## src/rtl/instruction_fetch_unit.sv

```systemverilog
// Instruction fetch: credit-limited PC-tagged requests, in-order instruction queue, flush drain.
// Optional misaligned-PC fault state is compiled in when IFETCH_ALIGN_CHECK_EN is defined.
module instruction_fetch_unit #(
    parameter int FIFO_DEPTH = 2
) (
    input  logic        CLOCK,
    input  logic        RESET,
    input  logic [63:0] pc_in,
    output logic        pc_advance,
    output logic        imem_req_valid,
    input  logic        imem_req_ready,
    output logic [63:0] imem_req_addr,
    input  logic        imem_resp_valid,
    input  logic [31:0] imem_resp_data,
    input  logic        flush,
    output logic        inst_valid,
    input  logic        inst_ready,
    output logic [31:0] inst_out,
    output logic [63:0] inst_pc,
    output logic        fetch_fault
);
    localparam int PTR_W = $clog2(FIFO_DEPTH);
    localparam int CNT_W = PTR_W + 1;

`ifdef IFETCH_ALIGN_CHECK_EN
    typedef enum logic [1:0] {FETCH, DRAIN, FAULT} state_t;
`else
    typedef enum logic [1:0] {FETCH, DRAIN} state_t;
`endif

    state_t state, state_next;

    logic [63:0] tag_mem [FIFO_DEPTH];
    logic [PTR_W-1:0] tag_wr, tag_rd;
    logic [CNT_W-1:0] outstanding, out_next;

    logic [95:0] q_mem [FIFO_DEPTH];
    logic [PTR_W-1:0] q_wr, q_rd;
    logic [CNT_W-1:0] q_count;

    logic pop, push, resp, fire, aligned, issue_ok, has_credit;
    logic [CNT_W:0] occupancy, credit_limit;

    assign inst_valid = (q_count != '0);
    assign inst_out   = inst_valid ? q_mem[q_rd][31:0]  : 32'd0;
    assign inst_pc    = inst_valid ? q_mem[q_rd][95:32] : 64'd0;
    assign pop        = inst_valid & inst_ready & ~flush;

    // A head leaving this cycle frees its slot in time for a new request, which is what
    // sustains one fetch per cycle with a 1-cycle memory.
    assign occupancy    = {1'b0, outstanding} + {1'b0, q_count};
    assign credit_limit = (CNT_W+1)'(FIFO_DEPTH) + {{CNT_W{1'b0}}, pop};
    assign has_credit   = occupancy < credit_limit;

`ifdef IFETCH_ALIGN_CHECK_EN
    assign aligned = (pc_in[1:0] == 2'b00);
`else
    assign aligned = 1'b1;
`endif

    assign issue_ok      = (state == FETCH) & has_credit & ~flush & ~RESET;
    assign fire          = imem_req_valid & imem_req_ready;
    assign pc_advance    = fire;
    assign imem_req_addr = pc_in;
    assign resp          = imem_resp_valid;
    assign push          = resp & (state != DRAIN) & ~flush;
    assign out_next      = outstanding + CNT_W'(fire) - CNT_W'(resp);

    always_ff @(posedge CLOCK) begin
        if (RESET) state <= FETCH;
        else       state <= state_next;
    end

    always_comb begin
        state_next = state;
        if (flush) begin
            state_next = (out_next != '0) ? DRAIN : FETCH;
        end else begin
            case (state)
                DRAIN: if (out_next == '0) state_next = FETCH;
`ifdef IFETCH_ALIGN_CHECK_EN
                FETCH: if (issue_ok && !aligned) state_next = FAULT;
`endif
                default: ;
            endcase
        end
    end

    always_comb begin
        imem_req_valid = issue_ok & aligned;
        fetch_fault    = 1'b0;
`ifdef IFETCH_ALIGN_CHECK_EN
        fetch_fault    = (state == FAULT);
`endif
    end

    always_ff @(posedge CLOCK) begin
        if (RESET) begin
            tag_wr      <= '0;
            tag_rd      <= '0;
            outstanding <= '0;
            q_wr        <= '0;
            q_rd        <= '0;
            q_count     <= '0;
        end else begin
            outstanding <= out_next;
            if (fire) tag_wr <= tag_wr + PTR_W'(1);
            if (resp) tag_rd <= tag_rd + PTR_W'(1);
            if (flush) begin
                q_wr    <= '0;
                q_rd    <= '0;
                q_count <= '0;
            end else begin
                if (push) q_wr <= q_wr + PTR_W'(1);
                if (pop)  q_rd <= q_rd + PTR_W'(1);
                q_count <= q_count + CNT_W'(push) - CNT_W'(pop);
            end
        end
    end

    // Storage arrays carry no reset; validity comes from the pointers and counts above.
    always_ff @(posedge CLOCK) begin
        if (fire) tag_mem[tag_wr] <= pc_in;
        if (push) q_mem[q_wr]     <= {tag_mem[tag_rd], imem_resp_data};
    end
endmodule

```

## config.mk

```make
export PLATFORM = sky130hd
export DESIGN_NAME = instruction_fetch_unit
export DESIGN_NICKNAME = d
export VERILOG_FILES = /design/src/rtl/instruction_fetch_unit.sv
export SDC_FILE = /design/constraint.sdc
export NUM_CORES = 1
export LEC_CHECK = 0
export BUFFER_PORTS_ARGS = -buffer_cell sky130_fd_sc_hd__buf_2
export CAP_MARGIN = 20
export CORE_ASPECT_RATIO = 1.75
export CORE_MARGIN = 2
export CORE_UTILIZATION = 49
export DETAILED_ROUTE_END_ITERATION = 7
export GPL_TIMING_DRIVEN = 0
export MAX_ROUTING_LAYER = met4
export PLACE_DENSITY = 0.79
export SLEW_MARGIN = 20
export SYNTH_ARGS = -nofsm -noshare
export SYNTH_HDL_FRONTEND = slang
export SYNTH_SLANG_ARGS = --single-unit
```

## constraint.sdc

```tcl
create_clock -name CLOCK -period 5.5 [get_ports CLOCK]
set_input_delay 0.55 -clock CLOCK [delete_from_list [all_inputs] [get_ports CLOCK]]
set_output_delay 0.55 -clock CLOCK [all_outputs]
set_load 0.02 [all_outputs]
```

==> out/metrics.yaml, run 1 <==
status: "complete, no violations"
postCtsSetupRepairBufs: 0
ios: 266
cp_top_family: "buffers and inverters"
ant_nets: 0
drc: 0
port_buffers: 263
clkTransAtPathRegs_ps: 60
max_stage_delay_ps: 760
syn-num-nets: 834
leakagePower_nw: 5.87
die_x_um: 126
layout-drive-gt1-share_pct: 45.2
gp_congestion: 0.777
path_class: "reg2out"
power.total_mw: 5.29
core_area_um2: 25900
finish.utilization_pct: 60.6
ir_drop_mv: 0.294
maxCapViolCount: 0
fin_cells: 1371
end_kind: "output pin"
area_growth_pct: 22.3
synth_top_cell_by_area: "edfxtp_1"
synth_common_cells: "edfxtp_1, nor2_1, mux2i_1"
place_area_um2: 14800
final_max_slew_viol_count: 0
worstHoldPathType: "in2reg"
cts_tree: "done"
hold_buffers: 0
arrival_ps: 2880
synth.area.top_cells: "edfxtp_1, mux2i_1, mux2_2"
antenna_found_initial: 1
dp_worst_setup_slack_ps: 2570
cts_sinks: 331
synth.most_common_cell: "edfxtp_1"
wirelength_um: 24300
dr.pass1.iters: 4
vias: 6827
cts.htree.levels: 1
grt_pass1_wl_um: 36800
reg2reg_to: "tag_mem[0][34]"
yosysWarnings: 0
postLayoutSetupSlackWorst_ps: 2070
first_global_vias: 7012
ys_ff_latch: 331
period_minus_slack_ps: 3430
synth_area_um2: 12800
avgSynthCellArea_um2: 17.6
start_kind: "flop"
fp.dieH_um: 218
cp_num_cells: 5
critPathMaxFanout: 10
cts_buffer_depth: 3
r2r_cells: 7
vias_per_cell: 4.98
yosys.area.top_type_share_pct: 74.9
slowest_stage: "nor2_1"
hold_violations: 0
setup_violations: 0
endpoint: "inst_pc[50]"
path_cells: "nor2_1 > buf_2 > buf_1 > nor2_1 > buf_2"
grt_usage_pct: 17.8
skew_ps: 11.0
fin_area_um2: 15700
required_ps: 4950
hpwl_um: 17100
die_area_um2: 27500
r2r_slack_ps: 2770
worst_slew_pin_slew_ps: 981
dp_cells: 1318
fin_hold_ws_ps: 189
seq_area_frac_synth_pct: 76.6
cts_inserted_buffers: 28
fill_cells: 1905
synthCells: 727
ys_types: 30
wire_per_inst_um: 17.8
max_freq_ghz: 0.292
cts_resized: 0
synth_edf_count: 320
powerDensity_nw_per_um2: 337
nets: 1135
rows: 78
slew_headroom_pct: 34.4
synth_ff_type: "edfxtp_1"
finalCritPeriodShare_pct: 62.3
fin_tns_setup_ps: 0
rr_startpoint: "q_count[0]"
async_reset_ff_share_pct: 0
rsz0062_at_grt: "no"
critPathLaunch: "q_count[1]"
clkLatencyLatePin_ps: 550
initial_core_util_pct: 49.6
cts-root-buf: "clkbuf_16"
crit_buf_inv: 3
grt-ovfl-total: 0
drt_iter0_markers: 464
grt_max_degree: 42
[layout make-up]
type / instances / area [µm²] / share of cell area [%]
timing repair buffer: 271 / 1510 / 9.60
sequential: 331 / 9830 / 62.7
tap: 320 / 400 / 2.55
multi-input combinational: 297 / 2360 / 15.1
inverter: 4 / 17.5 / 0.112
clock buffer: 34 / 754 / 4.81
antenna: 1 / 2.50 / 0.0160
buffer: 95 / 636 / 4.05
clock inverter: 18 / 175 / 1.12
[worst register-to-register path: stages (launching register included)]
cell     delay [ps]
dfxtp_1         350
ha_1            210
fa_1            410
nor4_4          250
nand2_1         170
or3_1           400
inv_4           300
buf_16          280
[sequential cells by signal (all words and copies together), names as in the netlist, named ones only]
register and count:
tag_rd 1, q_mem 192, state 1, outstanding 2, tag_mem 128, tag_wr 1
q_count 2, q_rd 1, q_wr 1
[routing by layer]
layer	share of wire, %	track usage (%)
met1	36	18.9
met2	56	33.1
met3	4.5	2.48
met4	3.1	6.92
met5	0	-
[placed cells by master (no fill, tap or decap), types with 2 or more instances in the layout]
cell type and count:
clkbuf_16 29, clkinv_2 9, mux2_2 65, o21ai_0 2, nand2_1 2, xor2_1 3, buf_16 4, inv_1 3
clkinvlp_4 2, edfxtp_1 320, clkinv_4 2, nor3_1 4, buf_2 282, buf_12 4, clkinv_1 2, nor2_1 103
mux2i_1 96, ha_1 4, bufinv_16 3, clkbuf_1 12, dfxtp_1 11, nor3b_1 2, buf_4 66, xnor2_1 3
[kinds of logic after synthesis]
family	share of synthesized area, %
DFF	76.6
muxes	13.2
and+or+nand+nor	3.81
buffers and inverters	5.07
AOI/OAI and AO/OA	0.312
xor gates and xnor gates	0.410
adders and majority gates	0.546
other	0.0292
[worst min path at each step]
stage,start,end,slack [ps],cells after the start
6_report,imem_resp_data[1],q_mem[0][1],190,1
3_5_place_dp,tag_wr,tag_wr,490,2
3_3_place_gp,tag_wr,tag_wr,470,2
5_1_grt,imem_resp_data[13],q_mem[1][13],170,1
2_1_floorplan,tag_wr,tag_wr,460,2
4_1_cts,imem_resp_data[18],q_mem[1][18],170,1
[report_power, final]
| group | internal, mW | leakage (nW) | switching [mW] |
|---|---|---|---|
| Combinational | 0.184 | 2.41 | 0.259 |
| Sequential | 2.86 | 3.00 | 0.0206 |
| Clock | 1.12 | 0.459 | 0.850 |
| Total | 4.16 | 5.87 | 1.13 |
Power figures use the tool's default switching activity.
==> inputs of run 2 (changes only) <==
==> constraint.sdc (replaced) <==
create_clock -name CLOCK -period 3.1 [get_ports CLOCK]
set_input_delay 0.31 -clock CLOCK [delete_from_list [all_inputs] [get_ports CLOCK]]
set_output_delay 0.31 -clock CLOCK [all_outputs]
set_load 0.02 [all_outputs]
==> run 2 against run 1 <==
  * Critical path depth did not move
  * Sequential power rose by 77%
  * Highest routed layer unchanged
  * First-iteration DRC count fell by 23%
==> out/metrics.yaml, run 2 (synthesis results as in run 1) <==
maxCapViolCount: 0  # unchanged
ios: 266  # unchanged
drt_iter0_markers: 357  # -23%
required_ps: 2790  # -2160 ps
antenna_found_initial: 0  # -1
p_int_mw: 7.37  # +77%
ir_drop_mv: 0.575  # +96%
dp_cells: 1319  # +0.076%
arrival_ps: 2520  # -360 ps
postCtsSetupRepairBufs: 0  # unchanged
cts_sinks: 331  # unchanged
n_antenna_cell: 0  # -1
finish.utilization_pct: 64.2  # +3.5 points
fp.dieH_um: 218  # unchanged
hold_violations: 0  # unchanged
regMostFlops: "q_mem"
gp_congestion: 0.772  # -0.67%
setup_violations: 0  # unchanged
worst_slew_pin_slew_ps: 785  # -196 ps
max_freq_ghz: 0.353
grt_max_degree: 39  # -7.1%
swShare_pct: 21.3  # about the same
largest_reg_flops: 192  # unchanged
reg_top3: "q_mem x192, tag_mem x128"
layout_commonest_cell: "edfxtp_1"
cts_tree: "done"
die_area_um2: 27500  # unchanged
layout_common_cells: "edfxtp_1, buf_2, nor2_1"
pwr-share-seq_pct: 54.5  # about the same
hpwl_um: 17200  # +0.60%
leakagePower_nw: 6.23  # +6.2%
fin_hold_ws_ps: 114  # -75.5 ps
first_global_vias: 7699  # +9.8%
max_stage_delay_ps: 450  # -310 ps
finalCritPeriodShare_pct: 91.4
clkTransAtPathRegs_ps: 70  # about the same
path_class: "reg2out"
grt_pass1_wl_um: 40500  # +10%
vias: 7337  # +7.5%
p_sw_mw: 2.00  # +77%
critPathMaxFanout: 10  # unchanged
rsz0062_at_grt: "no"
slowest_stage: "nor2_2"
fin_cells: 1465  # +6.9%
final_max_slew_viol_count: 0  # unchanged
vias_per_cell: 5.01  # +0.57%
grt_usage_pct: 19.6  # +1.9 points
cts.htree.levels: 1  # unchanged
skew_ps: 15.8  # +4.82 ps
core_area_um2: 25900  # unchanged
start_kind: "flop"
wire_per_inst_um: 18.6  # +4.5%
end_kind: "output pin"
cts-root-buf: "clkbuf_16"
fill_cells: 1715  # -10%
cp_common_cell: "buf_2"
powerDensity_nw_per_um2: 565  # +67%
clockPowerShare_pct: 35.9  # -1.3 points
dr.pass1.iters: 5  # +1
cts_inserted_buffers: 27  # -3.6%
drc: 0  # unchanged
pwr-share-comb_pct: 9.6  # +1.2 points
port_buffers: 263  # unchanged
layout-drive-gt1-share_pct: 41.0  # -4.2 points
status: "complete, no violations"
dp_worst_setup_slack_ps: 437  # -2140 ps
worstHoldPathType: "in2reg"
cts_buffer_depth: 3  # unchanged
path_cells: "nor2_2 > buf_2 > buf_1 > nor2_1 > buf_2"
die_x_um: 126  # unchanged
clkLatencyLatePin_ps: 550  # about the same
area_growth_pct: 29.4
initial_core_util_pct: 49.6  # unchanged
postLayoutSetupSlackWorst_ps: 266  # -1810 ps
period_minus_slack_ps: 2830
wirelength_um: 27200  # +12%
slew_headroom_pct: 47.7  # +13 points
ant_nets: 0  # unchanged
nets: 1232  # +8.5%
grt-ovfl-total: 0  # unchanged
rows: 78  # unchanged
-- run 2: cell type report --
| type | count | area, µm² | area share [%] |
|---|---|---|---|
| Tap cell | 320 | 400 | 2.41 |
| Clock inverter | 9 | 95.1 | 0.573 |
| Clock buffer | 40 | 774 | 4.67 |
| Buffer | 95 | 636 | 3.83 |
| Inverter | 4 | 18.8 | 0.113 |
| Sequential cell | 331 | 9830 | 59.2 |
| Multi-Input combinational cell | 297 | 2370 | 14.3 |
| Timing Repair Buffer | 369 | 2470 | 14.9 |
-- run 2: repair_timing --
item,in CTS,in global routing
endpoints found under the hold margin,197,0
resized for setup,1,0
hold buffers,97,0
endpoints found under the setup margin,10,0
-- run 2: power by group through the flow --
| stage | Sequential [mW] | Clock, mW | Combinational, mW |
|---|---|---|---|
| after floorplan | 5.20 | 0 | 0.484 |
| after global placement | 5.21 | 0 | 0.741 |
| after detailed placement | 5.21 | 0 | 0.797 |
| after CTS | 5.11 | 3.45 | 0.896 |
| after global routing | 5.12 | 3.60 | 0.965 |
| final | 5.11 | 3.36 | 0.899 |
-- run 2: worst paths after layout --
check                                      from             end  slack [ps]  cells after the start
worst min register to register           tag_rd            flop         520                      2
worst max-delay path                 q_count[1]     inst_pc[50]         270                      5
worst min-delay path            imem_resp_valid            flop         110                      3
worst max register to register       q_count[0]  tag_mem[1][36]         400                      7
-- run 2: worst max-delay path: cells and delay by family (launching register included) --
kind,cells,cell delay (ps)
buf+inv,3,980
simple gates,2,630
flops,1,380
-- run 2: routing by layer --
layer	wire [µm]	share of wire (%)	vias up	track usage (%)
met5	0	0	-	-
met4	1190	4.4	0	9.49
met3	1070	4.0	74	1.96
met2	15400	57	251	37.2
met1	9510	35	3590	20.0
li1	-	-	3422	-
-- run 2: stage by stage --
step                      total power, mW  TNS, ps  cell area [µm²]
final                                9.37        0            16600
after global routing                 9.68        0            16600
after CTS                            9.45        0            16600
after detailed placement             6.00        0            14800
after global placement               5.95   -68730            14600
after floorplan                      5.69        0            12800
